File: src/rtl/lii_out_arbiter.sv
// Round-robin arbiter sharing one LII phy output channel among NS kernel streams.
// Bursts are capped at MAX_BURST beats; accepted beats land in a one-deep output register.
module lii_out_arbiter #(
  parameter int unsigned NS        = 4,
  parameter int unsigned DW        = 8,
  parameter int unsigned PW        = 1024,
  parameter int unsigned MAX_BURST = 16,
  parameter int unsigned SRC_BASE  = 0
) (
  input  logic               aclk,
  input  logic               arstn,
  input  logic [NS*DW-1:0]   in_tdata,
  input  logic [NS-1:0]      in_tvalid,
  output logic [NS-1:0]      in_tready,
  input  logic [NS*8-1:0]    in_dst,
  output logic [PW-1:0]      lii_out_tdata,
  output logic               lii_out_tvalid,
  input  logic               lii_out_tready,
  output logic [7:0]         lii_out_src,
  output logic [7:0]         lii_out_dst,
  output logic [NS-1:0]      grant,
  output logic               busy
);

  localparam int unsigned PTR_W = (NS > 1) ? $clog2(NS) : 1;
  localparam int unsigned CNT_W = $clog2(MAX_BURST + 1);

  localparam logic [0:0] S_IDLE  = 1'b0;
  localparam logic [0:0] S_GRANT = 1'b1;

  logic [0:0]       state, state_nx;
  logic [PTR_W-1:0] owner, owner_nx;
  logic [PTR_W-1:0] rr_ptr, rr_ptr_nx;
  logic [CNT_W-1:0] beat_cnt, beat_cnt_nx;
  logic [NS-1:0]    grant_nx;

  logic             adv;
  logic             accept;
  logic             last_beat;
  logic [PTR_W-1:0] next_ptr;
  logic             own_valid;
  logic [DW-1:0]    own_data;
  logic [7:0]       own_dst;
  logic             pick_found;
  logic [PTR_W-1:0] pick_idx;

  // Output register may load when empty or draining this cycle.
  assign adv       = !lii_out_tvalid | lii_out_tready;
  assign accept    = (state == S_GRANT) & own_valid & adv;
  assign last_beat = (beat_cnt == CNT_W'(MAX_BURST - 1));
  assign next_ptr  = (owner == PTR_W'(NS - 1)) ? '0 : owner + PTR_W'(1);
  assign in_tready = ((state == S_GRANT) && adv) ? grant : '0;
  assign busy      = (state == S_GRANT);

  // Select the current owner's stream fields.
  always_comb begin
    own_valid = 1'b0;
    own_data  = '0;
    own_dst   = '0;
    for (int i = 0; i < NS; i++) begin
      if (owner == PTR_W'(i)) begin
        own_valid = in_tvalid[i];
        own_data  = in_tdata[i*DW +: DW];
        own_dst   = in_dst[i*8 +: 8];
      end
    end
  end

  // First requester at or after rr_ptr, wrapping modulo NS.
  always_comb begin
    int unsigned cand;
    cand       = 0;
    pick_found = 1'b0;
    pick_idx   = '0;
    for (int unsigned off = 0; off < NS; off++) begin
      cand = 32'(rr_ptr) + off;
      if (cand >= NS) cand = cand - NS;
      if (!pick_found && in_tvalid[PTR_W'(cand)]) begin
        pick_found = 1'b1;
        pick_idx   = PTR_W'(cand);
      end
    end
  end

  always_comb begin
    state_nx    = state;
    owner_nx    = owner;
    rr_ptr_nx   = rr_ptr;
    beat_cnt_nx = beat_cnt;
    grant_nx    = grant;
    case (state)
      S_IDLE: begin
        if (pick_found) begin
          state_nx    = S_GRANT;
          owner_nx    = pick_idx;
          grant_nx    = NS'(1) << pick_idx;
          beat_cnt_nx = '0;
        end
      end
      S_GRANT: begin
        if (!own_valid || (accept && last_beat)) begin
          state_nx    = S_IDLE;
          grant_nx    = '0;
          rr_ptr_nx   = next_ptr;
          beat_cnt_nx = '0;
        end else if (accept) begin
          beat_cnt_nx = beat_cnt + CNT_W'(1);
        end
      end
      default: begin
        state_nx = S_IDLE;
        grant_nx = '0;
      end
    endcase
  end

  always_ff @(posedge aclk or negedge arstn) begin
    if (!arstn) begin
      state    <= S_IDLE;
      owner    <= '0;
      rr_ptr   <= '0;
      beat_cnt <= '0;
      grant    <= '0;
    end else begin
      state    <= state_nx;
      owner    <= owner_nx;
      rr_ptr   <= rr_ptr_nx;
      beat_cnt <= beat_cnt_nx;
      grant    <= grant_nx;
    end
  end

  // One-deep output stage; holds steady while the phy stalls.
  always_ff @(posedge aclk or negedge arstn) begin
    if (!arstn) begin
      lii_out_tvalid <= 1'b0;
      lii_out_tdata  <= '0;
      lii_out_src    <= '0;
      lii_out_dst    <= '0;
    end else if (adv) begin
      lii_out_tvalid <= accept;
      if (accept) begin
        lii_out_tdata <= PW'(own_data);
        lii_out_src   <= 8'(SRC_BASE + 32'(owner));
        lii_out_dst   <= own_dst;
      end
    end
  end

endmodule

File: config.mk
export PLATFORM = sky130hd
export DESIGN_NAME = lii_out_arbiter
export DESIGN_NICKNAME = d
export VERILOG_FILES = /design/src/rtl/lii_out_arbiter.sv
export SDC_FILE = /design/constraint.sdc
export NUM_CORES = 1
export LEC_CHECK = 0
export ABC_CLOCK_PERIOD_IN_PS = 2600
export CAP_MARGIN = 20
export CORE_AREA = 2 2 436 438
export CTS_BUF_LIST = sky130_fd_sc_hd__clkbuf_4 sky130_fd_sc_hd__clkbuf_8
export CTS_CLUSTER_DIAMETER = 200
export CTS_CLUSTER_SIZE = 10
export DETAILED_ROUTE_END_ITERATION = 6
export DIE_AREA = 0 0 438 440
export GPL_TIMING_DRIVEN = 0
export PLACE_DENSITY = 0.34
export RECOVER_POWER = 25
export SYNTH_ARGS = -nofsm -noshare
export SYNTH_HDL_FRONTEND = slang
export SYNTH_SLANG_ARGS = --single-unit
File: constraint.sdc
create_clock -name aclk -period 2.6 [get_ports aclk]
set_clock_uncertainty 0.05 [all_clocks]
set_input_delay 0.52 -clock aclk [delete_from_list [all_inputs] [get_ports aclk]]
set_output_delay 0.52 -clock aclk [all_outputs]
set_load 0.05 [all_outputs]
# ---- Word-level counts from Yosys, hierarchy flattened
# Index checks and enable logic that the tools add are counted.
dict set report totals {
  ff_bits 33
  mem_bits_rw 0
  romBits 0
  mem_count 0
  latchBits 0
}
dict set report classes {
  n_mux 44
  n_reduce_logical 17
  shifts 1
  mul 0
  add_sub_neg 9
  div_mod_pow 0
  magnitude_cmp 8
  eq_ne 7
  n_bitwise 4
}
# operator n
set op_table {}
lappend op_table {{two-way mux 8 bit} 8}
lappend op_table {{two-way mux 2 bit} 9}
lappend op_table {{two-way mux 5 bit} 3}
lappend op_table {{two-way mux 1 bit} 14}
lappend op_table {{< comparator 2 x 3 -> 1 bit (second input constant)} 4}
lappend op_table {{two-way mux 4 bit} 3}
lappend op_table {{case mux 5 bit (2 select lines)} 1}
lappend op_table {{AND reduction 2 bit} 5}
lappend op_table {{>= comparator 3 bit (second input constant)} 3}
lappend op_table {{binary-select mux 1 bit (select 2 bit)} 4}
lappend op_table {{case mux 4 bit (2 select lines)} 1}
lappend op_table {{subtractor 2 x 1 -> 2 bit (second input constant)} 4}
lappend op_table {{adder 2 x 2 -> 3 bit (second input constant)} 2}
lappend op_table {{adder 5 x 1 -> 5 bit (second input constant)} 1}
lappend op_table {{equality test 5 x 4 -> 1 bit (second input constant)} 1}
lappend op_table {{logical AND 1 bit} 5}
lappend op_table {{zero test 1 bit} 5}
lappend op_table {{equality test 2 bit (second input constant)} 2}
lappend op_table {{left shift 1 x 2 -> 4 bit (first input constant)} 1}
lappend op_table {{adder 2 x 1 -> 3 bit (second input constant)} 1}
lappend op_table {{>= comparator 2 x 3 -> 1 bit (second input constant)} 1}
lappend op_table {{inequality test 3 x 1 -> 1 bit (second input constant)} 1}
lappend op_table {{adder 2 x 1 -> 2 bit (second input constant)} 1}
lappend op_table {{AND 1 bit} 2}
lappend op_table {{8 further kinds} 8}

# ---- Depth between registers and ports, before layout
dict set report depth {
  ltp_word 17
  mapped_depth 9
  mapped_depth_nobuf 6
}

# ---- Worst setup path before layout
# OpenSTA, ideal clock, no wires.
dict set report synth_timing {
  kind {register to register}
  startpoint {register owner[0]}
  endpoint {register lii_out_src[0]}
  synth_period_minus_slack_ns 2.215
  slack_ns 0.385
  stages_incl_launch_ff 10
  path_buffers 3
  t_arrival_ns 2.038
  cell_sequence {dfrtp_1 inv_1 ha_1 buf_2 nor3b_2 a211oi_4 and3_1 buf_6 buf_6 mux2_1}
}
dict set report synth_between {
  elab_chain_cells 8
  elab_cells_between_ends 11
  cone_classes {3 x eq/ne; 4 x mux; 2 x bitwise; 2 x reduce/logical}
}
# item line
set synth_rtl {}
lappend synth_rtl {{start: declaration} 32} ;# logic [PTR_W-1:0] owner, owner_nx;
lappend synth_rtl {{start signal: assignment} 126} ;# owner <= owner_nx;
lappend synth_rtl {{zero test 2 bit} 61} ;# if (owner == PTR_W'(i)) begin
lappend synth_rtl {{two-way mux 1 bit (4 in series)} 61}
lappend synth_rtl {{AND 1 bit (2 in series)} 49} ;# assign accept = (state == S_GRANT) & own_valid & adv;
lappend synth_rtl {{AND reduction 2 bit (no line)} n/a}
lappend synth_rtl {{end signal: assignment} 144} ;# lii_out_src <= 8'(SRC_BASE + 32'(owner));
lappend synth_rtl {{end: declaration} 19} ;# output logic [7:0] lii_out_src,
# Parallel ways exist; a longest one is shown, timed or not.
# A chain may end at the register's enable or synchronous reset.

# ---- Worst setup path in the final report
dict set report layout_timing {
  startpoint {register state, in the netlist busy}
  endpoint {output in_tready[1]}
}
dict set report layout_between {
  elab_chain_cells 2
}
# item line
set layout_rtl {}
lappend layout_rtl {{start: declaration} 31} ;# logic [0:0] state, state_nx;
lappend layout_rtl {{start signal: assignment} 125} ;# state <= state_nx;
lappend layout_rtl {{logical AND 1 bit} 52} ;# assign in_tready = ((state == S_GRANT) && adv) ? grant : '0;
lappend layout_rtl {{two-way mux 4 bit} 52}
lappend layout_rtl {{end: declaration} 14} ;# output logic [NS-1:0] in_tready,
# Every way passes these cells.

==> out/qor.csv <==
stage,metric,value,unit
final_layout,final_area,17860,sq um
final_layout,final_nets,2433,
clock_network,clockBufferDepth,2,
routing,firstDrtPassIters,4,
grt,grt_max_degree,34,
placement,post-place-ws,-0.4402,ns
clock_network,cts_tree,done,
placement,gp_congestion,0.6939,
grt,gr-max-usage-layer,met2,
floorplanning,core,188600,sq um
grt,use_met1,1.990,%
final_layout,num_antenna_cells,0,
grt,grt_pass1_vias,5229,
final_layout,final_cell_count_no_fill,4868,
grt,use_met3,0.5310,%
synthesis,ys_seq_elements,33,
grt,grt_usage,2.318,%
floorplanning,floorplan.initialDensity,5.173,%
critical_path,worstSetupPathType,register to output port,
critical_path,critPathMaxFanout,10,
placement,place_area,17710,sq um
critical_path,arrival,1.90,ns
routing,vias,7319,
sta,rsz0062_at_grt,false,
sta,min_period_over_period,94.95,%
floorplanning,fp.dieW,438,um
sta,setup_ws,0.1314,ns
placement,dpl.hpwl,26580,um
clock_network,ctsHoldBuffers,0,
flow_run,maxCapViolCount,1,
floorplanning,fp.dieH,440,um
routing,drt-total-wl,27640,um
critical_path,r2r_start,owner[1],
final_layout,syn_to_final_growth,83.07,%
synthesis,avgSynthCellArea,7.944,sq um
floorplanning,die_area,192700,sq um
critical_path,worstSetupStartpointType,register,
clock_network,cts_root_buffer,clkbuf_8,
grt,grt_pass1_wl,34420,um
sta,fin_crit,2.469,ns
sta,final-max-slew-violation-count,34,
final_layout,final_core_util,9.471,%
final_layout,drive_above_1_share,44.80,%
routing,routed_via_density,1.503,
clock_network,cts_max_level,2,
routing,drc,0,
sta,setup_viol,0,
min_path,hold_start,lii_out_tdata[2],
pwr,ir_worst_vdd,0.0003432,V
status,status,finished with violations,
clock_network,clock_latency,0.29,ns
synthesis,synth_edf_count,0,
pwr,leakagePower,10.24,nW
synthesis,syn_area,9756,sq um
pwr,finalPower,9.053,mW
status,violations,"capacitance limit, slew limit",
clock_network,clkTransAtPathRegs,0.07,ns
floorplanning,pin_count,1121,
critical_path,critPathLaunch,busy,
synthesis,yosysUniqueCellTypes,42,
synthesis,synth.yosys.seq_area_share,8.465,%
clock_network,cts.sinks,33,
placement,dp_cells,4858,
pwr,power.density,506.9,nW/um^2
final_layout,num-fill-cells,22190,
floorplanning,rows,160,
routing,wl_per_cell,5.678,um
grt,grt-ovfl-total,0,
min_path,hold_path_class,register to register,
sta,hold_viol,0,
synthesis,syn_inst,1228,
critical_path,end_kind,output port,
grt,grtUsageMet2,5.277,%
sta,max_freq,405.1,MHz
sta,worst_pin_slew,1.902,ns
clock_network,cts-buffers-inserted,5,
grt,antenna_found_initial,3,
routing,drtAntennaViolNets,0,
placement,portBuffers,98,
synthesis,ys.flop_type,dfrtp_1,
synthesis,ys_warn_count,0,
critical_path,critPathRequiredTime,2.03,ns
routing,first_iter_violations,95,
sta,slew_headroom,-26.83,%
synthesis,synth-async-reset-ratio,100.0,%
## flip-flops by register name, summed over array words and instances, names as in the netlist
signal / flops
busy: 1
owner: 2
lii_out_tdata: 8
beat_cnt: 5
lii_out_tvalid: 1
rr_ptr: 2
grant: 4
lii_out_dst: 8
lii_out_src: 2
## routing by layer
metal	share of wire (%)	up-vias	routed length, um
li1	-	4041	-
met1	27	2842	7335
met2	64	423	17610
met3	9.2	11	2534
met4	0.51	2	140
met5	0.065	-	18
## worst max-delay path, cell delays in order, from the launching register on
cell	delay [ns]
dfrtp_1	0.51
clkbuf_1	0.44
and3_1	0.25
clkdlybuf4s15_2	0.40
## repair_timing
item                       in CTS  in global routing
pin swaps                       0                  1
buffers inserted                0                  2
gates resized for setup        14                  2
setup endpoints to repair       6                 12
## final timing paths
check | to | slack, ns | depth (start not counted)
hold reg to reg | lii_out_tdata[2] | 0.44 | 1
hold / removal | lii_out_tdata[2] | 0.44 | 1
setup reg to reg | lii_out_tdata[6] | 0.18 | 9
setup / recovery | in_tready[1] | 0.13 | 3
min in group asynchronous | lii_out_dst[0] | 0.68 | 1
max in group asynchronous | beat_cnt[1] | 0.70 | 1
## metrics by stage
stage          setup TNS (ns)  hold slack, ns
3_3_place_gp           -3.257          0.4194
6_report                    0          0.4357
2_1_floorplan               0          0.1744
5_1_grt                     0          0.4596
3_5_place_dp           -3.144          0.4265
4_1_cts                     0          0.2960
## cells by family after synthesis
| logic type | count (synthesis) | synth area share, % |
|---|---|---|
| compound gates | 57 | 4.733 |
| fa+ha+maj | 6 | 0.7695 |
| buf+inv | 1041 | 79.65 |
| flops | 33 | 8.465 |
| mux | 23 | 2.616 |
| other cells | 1 | 0.03844 |
| simple gates | 67 | 3.732 |
## cells in the mapped netlist (3+ instances only)
cell      number  area share (%)
buf_4       1022              79
a22o_1         4            0.36
nor2_1         6            0.23
ha_1           6            0.77
a21oi_1        3            0.15
mux2_2         4            0.46
clkbuf_1       8            0.31
buf_6          3            0.35
a221oi_1      15             1.3
mux2i_1        3            0.31
mux2_1        16             1.8
nand2_1       23            0.88
and3_1         6            0.38
o31ai_1       16             1.2
o21ai_0        3            0.15
inv_1          5            0.19
dfrtp_1       33             8.5
buf_2          3            0.15
nor2b_1       19             1.2
nand2b_1       3            0.19
## where the power goes
group	internal [mW]	total, mW	switching, mW
registers	0.742	0.939	0.197
clock network	0.323	0.525	0.202
logic	2.22	7.59	5.37
## cell usage in the layout, fill, tap and decap left out, types with 9 or more instances in the layout
master / n
buf_4: 1024
dfrtp_1: 33
nand2_1: 23
a221oi_1: 15
clkbuf_1: 9
nor2b_1: 18
conb_1: 1022
clkdlybuf4s50_1: 93
o31ai_1: 14
mux2_1: 16
## final cells by class
cell class / count / area, sq um / area share, %
clock buffer: 7 / 90.09 / 0.5044
buffer: 1036 / 7751 / 43.40
sequential: 33 / 825.8 / 4.624
multi-input combinational: 1175 / 5007 / 28.04
tap: 2511 / 3142 / 17.59
inverter: 5 / 18.77 / 0.1051
clock inverter: 1 / 30.03 / 0.1681
timing repair buffer: 100 / 994.7 / 5.570
Power figures use the tool's default switching activity.
